--- src/rtl/regfile_writeback_pkg.sv ---
`default_nettype none
// +----------------------------------------------------------------------+
// | regfile_writeback_pkg                                                |
// | Shared defaults, write-request record and selection encoding for the |
// | register-file writeback arbiter.                                     |
// | Rev 1.0                                                              |
// +----------------------------------------------------------------------+
package regfile_writeback_pkg;

  localparam int WB_DATA_W = 32;
  localparam int WB_ADDR_W = 5;
  localparam int WB_QDEPTH = 4;

  typedef struct packed {
    logic [WB_ADDR_W-1:0] rd;
    logic [WB_DATA_W-1:0] data;
  } wb_req_t;

  typedef enum logic [1:0] {
    SEL_NONE = 2'd0,
    SEL_ALU  = 2'd1,
    SEL_FIFO = 2'd2
  } wb_sel_e;

endpackage
`default_nettype wire

--- src/rtl/regfile_writeback_wb_fifo.sv ---
`default_nettype none
// +----------------------------------------------------------------------+
// | wb_fifo                                                              |
// | Load-return queue with full/empty flags and age-ordered visibility   |
// | of every entry (index 0 = oldest) for the bypass lookup.             |
// | Rev 1.0                                                              |
// +----------------------------------------------------------------------+
module wb_fifo #(
  parameter int DATA_W = 32,
  parameter int ADDR_W = 5,
  parameter int QDEPTH = 4
) (
  input  logic                          clk,
  input  logic                          rst_n,
  input  logic                          i_push,
  input  logic [ADDR_W-1:0]             i_push_rd,
  input  logic [DATA_W-1:0]             i_push_data,
  input  logic                          i_pop,
  output logic [ADDR_W-1:0]             o_head_rd,
  output logic [DATA_W-1:0]             o_head_data,
  output logic                          o_full,
  output logic                          o_empty,
  output logic [QDEPTH-1:0]             o_ent_vld,
  output logic [QDEPTH-1:0][ADDR_W-1:0] o_ent_rd,
  output logic [QDEPTH-1:0][DATA_W-1:0] o_ent_data
);

  localparam int IW = $clog2(QDEPTH);
  localparam int PW = IW + 1;

  logic [PW-1:0]     r_wptr;
  logic [PW-1:0]     r_rptr;
  logic [PW-1:0]     w_count;
  logic              w_do_push;
  logic              w_do_pop;
  logic [ADDR_W-1:0] r_rd_mem   [QDEPTH];
  logic [DATA_W-1:0] r_data_mem [QDEPTH];

  // Extra pointer MSB distinguishes full from empty when the indices match.
  assign o_full    = (r_wptr[IW] != r_rptr[IW]) && (r_wptr[IW-1:0] == r_rptr[IW-1:0]);
  assign o_empty   = (r_wptr == r_rptr);
  assign w_do_push = i_push & ~o_full;
  assign w_do_pop  = i_pop & ~o_empty;
  assign w_count   = r_wptr - r_rptr;

  always_ff @(posedge clk or negedge rst_n) begin
    if (!rst_n) begin
      r_wptr <= '0;
      r_rptr <= '0;
    end else begin
      if (w_do_push) r_wptr <= r_wptr + PW'(1);
      if (w_do_pop)  r_rptr <= r_rptr + PW'(1);
    end
  end

  always_ff @(posedge clk) begin
    if (w_do_push) begin
      r_rd_mem[r_wptr[IW-1:0]]   <= i_push_rd;
      r_data_mem[r_wptr[IW-1:0]] <= i_push_data;
    end
  end

  assign o_head_rd   = r_rd_mem[r_rptr[IW-1:0]];
  assign o_head_data = r_data_mem[r_rptr[IW-1:0]];

  for (genvar i = 0; i < QDEPTH; i++) begin : g_ent
    logic [IW-1:0] w_slot;
    assign w_slot        = r_rptr[IW-1:0] + IW'(i);
    assign o_ent_vld[i]  = (PW'(i) < w_count);
    assign o_ent_rd[i]   = r_rd_mem[w_slot];
    assign o_ent_data[i] = r_data_mem[w_slot];
  end

endmodule
`default_nettype wire

--- src/rtl/regfile_writeback.sv ---
`default_nettype none
// +----------------------------------------------------------------------+
// | regfile_writeback                                                    |
// | Arbitrates ALU results and queued load returns onto one registered   |
// | register-file write port. Optional bypass: REGFILE_WB_BYPASS_EN.     |
// | Rev 1.0                                                              |
// +----------------------------------------------------------------------+
module regfile_writeback
  import regfile_writeback_pkg::*;
#(
  parameter int DATA_W = WB_DATA_W,
  parameter int ADDR_W = WB_ADDR_W,
  parameter int QDEPTH = WB_QDEPTH
) (
  input  logic              clk,
  input  logic              rst_n,
  input  logic              alu_valid,
  output logic              alu_ready,
  input  logic [ADDR_W-1:0] alu_rd,
  input  logic [DATA_W-1:0] alu_data,
  input  logic              mem_valid,
  output logic              mem_ready,
  input  logic [ADDR_W-1:0] mem_rd,
  input  logic [DATA_W-1:0] mem_data,
  output logic              RegWrite,
  output logic [ADDR_W-1:0] rd,
  output logic [DATA_W-1:0] in,
  input  logic [ADDR_W-1:0] q_rs,
  input  logic [ADDR_W-1:0] q_rt,
  output logic              hit_rs,
  output logic              hit_rt,
  output logic [DATA_W-1:0] fwd_rs,
  output logic [DATA_W-1:0] fwd_rt
);

  logic                          w_full;
  logic                          w_empty;
  logic                          w_push;
  logic                          w_pop;
  logic [ADDR_W-1:0]             w_head_rd;
  logic [DATA_W-1:0]             w_head_data;
  logic [QDEPTH-1:0]             w_ent_vld;
  logic [QDEPTH-1:0][ADDR_W-1:0] w_ent_rd;
  logic [QDEPTH-1:0][DATA_W-1:0] w_ent_data;
  wb_sel_e                       w_sel;

  logic              r_wr_en;
  logic [ADDR_W-1:0] r_wr_rd;
  logic [DATA_W-1:0] r_wr_data;

  wb_fifo #(
    .DATA_W (DATA_W),
    .ADDR_W (ADDR_W),
    .QDEPTH (QDEPTH)
  ) u_fifo (
    .clk         (clk),
    .rst_n       (rst_n),
    .i_push      (w_push),
    .i_push_rd   (mem_rd),
    .i_push_data (mem_data),
    .i_pop       (w_pop),
    .o_head_rd   (w_head_rd),
    .o_head_data (w_head_data),
    .o_full      (w_full),
    .o_empty     (w_empty),
    .o_ent_vld   (w_ent_vld),
    .o_ent_rd    (w_ent_rd),
    .o_ent_data  (w_ent_data)
  );

  // A full queue always drains first so load returns cannot be starved.
  always_comb begin
    w_sel = SEL_NONE;
    if (w_full)          w_sel = SEL_FIFO;
    else if (alu_valid)  w_sel = SEL_ALU;
    else if (!w_empty)   w_sel = SEL_FIFO;
  end

  assign alu_ready = rst_n & ~w_full;
  assign mem_ready = rst_n & ~w_full;
  assign w_push    = mem_valid & mem_ready;
  assign w_pop     = (w_sel == SEL_FIFO);

  // Destination 0 still consumes its slot but never raises the write enable.
  always_ff @(posedge clk or negedge rst_n) begin
    if (!rst_n) begin
      r_wr_en   <= 1'b0;
      r_wr_rd   <= '0;
      r_wr_data <= '0;
    end else begin
      case (w_sel)
        SEL_ALU: begin
          r_wr_en   <= (alu_rd != '0);
          r_wr_rd   <= alu_rd;
          r_wr_data <= alu_data;
        end
        SEL_FIFO: begin
          r_wr_en   <= (w_head_rd != '0);
          r_wr_rd   <= w_head_rd;
          r_wr_data <= w_head_data;
        end
        default: r_wr_en <= 1'b0;
      endcase
    end
  end

  assign RegWrite = r_wr_en;
  assign rd       = r_wr_rd;
  assign in       = r_wr_data;

`ifdef REGFILE_WB_BYPASS_EN
  // Later (younger) matches overwrite earlier ones, giving youngest-first priority.
  function automatic logic [DATA_W:0] f_lookup(
    input logic [ADDR_W-1:0]             i_q,
    input logic                          i_out_en,
    input logic [ADDR_W-1:0]             i_out_rd,
    input logic [DATA_W-1:0]             i_out_data,
    input logic [QDEPTH-1:0]             i_vld,
    input logic [QDEPTH-1:0][ADDR_W-1:0] i_rd,
    input logic [QDEPTH-1:0][DATA_W-1:0] i_data
  );
    logic [DATA_W:0] res;
    res = '0;
    if (i_out_en && (i_out_rd == i_q)) res = {1'b1, i_out_data};
    for (int k = 0; k < QDEPTH; k++) begin
      if (i_vld[k] && (i_rd[k] != '0) && (i_rd[k] == i_q)) res = {1'b1, i_data[k]};
    end
    return res;
  endfunction

  assign {hit_rs, fwd_rs} = f_lookup(q_rs, r_wr_en, r_wr_rd, r_wr_data,
                                     w_ent_vld, w_ent_rd, w_ent_data);
  assign {hit_rt, fwd_rt} = f_lookup(q_rt, r_wr_en, r_wr_rd, r_wr_data,
                                     w_ent_vld, w_ent_rd, w_ent_data);
`else
  logic w_unused_bypass;
  assign w_unused_bypass = ^{q_rs, q_rt, w_ent_vld, w_ent_rd, w_ent_data};
  assign hit_rs = 1'b0;
  assign hit_rt = 1'b0;
  assign fwd_rs = '0;
  assign fwd_rt = '0;
`endif

endmodule
`default_nettype wire

--- config.mk ---
export PLATFORM = sky130hd
export DESIGN_NAME = regfile_writeback
export DESIGN_NICKNAME = d
export VERILOG_FILES = /design/src/rtl/regfile_writeback_pkg.sv /design/src/rtl/regfile_writeback_wb_fifo.sv /design/src/rtl/regfile_writeback.sv
export SDC_FILE = /design/constraint.sdc
export NUM_CORES = 1
export LEC_CHECK = 0
export ABC_AREA = 1
export CAP_MARGIN = 20
export CORE_MARGIN = 2
export CORE_UTILIZATION = 45
export DETAILED_ROUTE_END_ITERATION = 8
export PLACE_DENSITY = 0.81
export SLEW_MARGIN = 20
export SYNTH_ARGS = -nofsm -noshare
export SYNTH_HDL_FRONTEND = slang
export SYNTH_SLANG_ARGS = --single-unit
--- constraint.sdc ---
create_clock -name clk -period 2.95 [get_ports clk]
set_input_delay 0.59 -clock clk [delete_from_list [all_inputs] [get_ports clk]]
set_output_delay 0.59 -clock clk [all_outputs]
set_load 0.05 [all_outputs]
==> flow_metrics.py <==
metrics = {
    "clocking": {
        "insertion_delay_ns": 0.42,
        "cts_tree": "built",
        "postCtsSetupRepairBufs": 0,
        "path_clk_slew_ns": 0.07,
        "cts.htree.levels": 4,
        "cts_buffers": 17,
        "hold_buffers": 0,
        "clock_path_buffers": 2,
        "cts_sinks": 192,
        "root_buffer": "clkbuf_16",
        "cts_resized": 0,
    },
    "setup_path": {
        "r2r_cells": 8,
        "critical_path_class": "register to primary output",
        "path_max_fanout": 13,
        "critPathLaunchType": "register",
        "cp.required_ns": 2.36,
        "arrival_ns": 1.89,
        "crit_path_end_kind": "primary output",
    },
    "detailed_routing": {
        "drc": 0,
        "wirelength_um": 19600,
        "drt-initial-drc-count": 649,
        "drtAntennaViolNets": 0,
        "dr_total_vias": 6094,
        "firstDrtPassIters": 5,
        "wl_per_cell_um": 16.0,
        "viasPerCell": 4.97,
    },
    "sta": {
        "worstMarginPinSlew_ns": 1.05,
        "rsz0062_at_grt": "false",
        "min_period_ns": 2.48,
        "maxSlewViolCount": 0,
        "skew_ns": 0.00893,
        "finalHoldViolations": 0,
        "fmax_mhz": 403,
        "relSlewSlack_pct": 29.6,
        "setup_violations": 0,
        "final.period_utilization_pct": 84.2,
    },
    "logic_synthesis": {
        "synth_area_per_cell_um2": 10.3,
        "syn_inst": 846,
        "yosysUniqueCellTypes": 25,
        "netlist_area_mm2": 0.00871,
        "yosys_warnings": 0,
        "ys_seq_elements": 192,
        "ys_seq_area_share_pct": 63.7,
    },
    "placement": {
        "hpwl_um": 12100,
        "port_buffers": 117,
        "place_area_mm2": 0.00986,
        "finalWeightedCongestion": 0.745,
    },
    "cells_and_area": {
        "layout-drive-gt1-share_pct": 6.52,
        "diodes": 0,
        "nets": 1046,
        "fin_area_mm2": 0.0104,
        "area_growth_syn_to_layout_pct": 19.4,
    },
    "floorplanning": {
        "dieHeight_um": 143,
        "num_rows": 50,
        "initial_core_util_pct": 46.2,
        "fp.coreArea_mm2": 0.0188,
        "fp.dieW_um": 143,
        "ios": 194,
        "die-area_mm2": 0.0205,
    },
    "global_route": {
        "grt_pass1_vias": 5861,
        "grt_usage_pct": 19.8,
        "grt_first_pass_wirelength_um": 30600,
        "grt_overflow": 0,
        "grt_start_max_net_pins": 58,
        "antenna_found_initial": 0,
    },
    "status": {
        "outcome": "completed",
    },
    "pwr": {
        "p_per_area_mw_per_mm2": 1060,
        "design_power_total_w": 0.0110,
        "ir_worst_vdd_mv": 0.784,
        "leakagePower_nw": 4.36,
    },
    "worst_hold_path": {
        "hp-class": "input pin to async pin",
    },
    "flow_run": {
        "drv_cap": 0,
    },
}
[cells in the mapped netlist, drive strengths merged]
master  count  area [µm²]
nand3     140         723
nor2        4        15.0
nand2     312        1180
clkbuf      6        22.5
o211ai     18         135
conb        1        3.75
dfrtp      44        1100
o21ai       4        20.0
edfxtp    148        4440
xor2        2        17.5
inv        52         198
xnor2       2        25.0
ha          5        62.6
nand4       1        6.26
buf       106         752
clkinv      1        3.75
[sequential cells by signal, summed over array words and instances (netlist names)]
register,flops
u_fifo.r_data_mem,128
in,32
u_fifo.r_rd_mem,20
rd,5
u_fifo.r_rptr,3
u_fifo.r_wptr,3
RegWrite,1
[path summary, 6_finish.rpt]
| path | startpoint | end | slack (ns) |
|---|---|---|---|
| setup / recovery | u_fifo.r_rptr[1] | mem_ready | 0.47 |
| hold / removal | rst_n | in[20] | 0.07 |
| setup reg to reg | u_fifo.r_rptr[1] | in[3] | 0.75 |
| hold reg to reg | in[23] | in[23] | 0.48 |
| max in group asynchronous | rst_n | u_fifo.r_rptr[0] | 2.03 |
| min in group clk | in[23] | in[23] | 0.48 |
[through the flow]
| stage | hold WS, ns | setup TNS, ns | setup slack (ns) | util (%) | cells |
|---|---|---|---|---|---|
| after floorplan | 0.294 | -11.74 | -0.0793 | - | 911 |
| after global placement | 0.461 | 0 | 0.559 | 52.3 | 1194 |
| after detailed placement | 0.464 | 0 | 0.511 | 52.3 | 1194 |
| after CTS | 0.0773 | 0 | 0.433 | 55.2 | 1226 |
| after global routing | 0.0952 | 0 | 0.328 | 55.2 | 1226 |
| final | 0.0704 | 0 | 0.467 | 55.2 | 1226 |
[metal layers]
layer / global-route usage [%] / routed length (µm) / up-vias
li1: - / - / 2877
met5: 0 / 0 / -
met4: 6.57 / 321 / 0
met3: 5.30 / 1820 / 28
met2: 33.4 / 9460 / 340
met1: 24.6 / 7990 / 2849
[worst max-delay path: stages (launching register included)]
cell     delay (ns)
dfrtp_1        0.37
buf_4          0.19
inv_2          0.07
nand2_1        0.05
nand2_1        0.13
nand3_2        0.27
nand2_1        0.13
inv_1          0.07
buf_4          0.19
[cells in the final DEF, fill, tap and decap left out, drive strengths merged]
cell and count:
inv 55, xor2 2, conb 66, clkbuf 22
nor2 4, xnor2 2, nand4 1, nand2 312
dfrtp 44, bufinv 1, clkinvlp 1, o21ai 4
buf 21, clkinv 6, o211ai 18, nand3 140
clkdlybuf4s50 114, edfxtp 148, ha 5
[final cells by class]
| type | instances | area, µm² |
|---|---|---|
| tap | 260 | 325 |
| clock inverter | 10 | 86.3 |
| fill | 1548 | 8430 |
| timing repair buffer | 135 | 1320 |
| multi-input combinational | 554 | 2460 |
| inverter | 53 | 201 |
| sequential | 192 | 5550 |
| clock buffer | 22 | 454 |
[report_power, final]
part	leakage, nW	total, W	internal (W)	switching (W)
sequential	1.86	0.00375	0.00350	0.000250
clock	0.264	0.00213	0.00118	0.000950
combinational	2.24	0.00510	0.00151	0.00359
[logic make-up after synthesis]
kind of cell	count (synthesis)	synth area share, %
AO/OA/AOI/OAI	22	1.78
XOR/XNOR	4	0.489
adder cells (fa/ha/maj)	5	0.718
buffers and inverters	165	11.2
flip-flops	192	63.7
other	1	0.0431
AND/OR/NAND/NOR	457	22.1
Note: power is estimated with default switching activity, not from simulation.
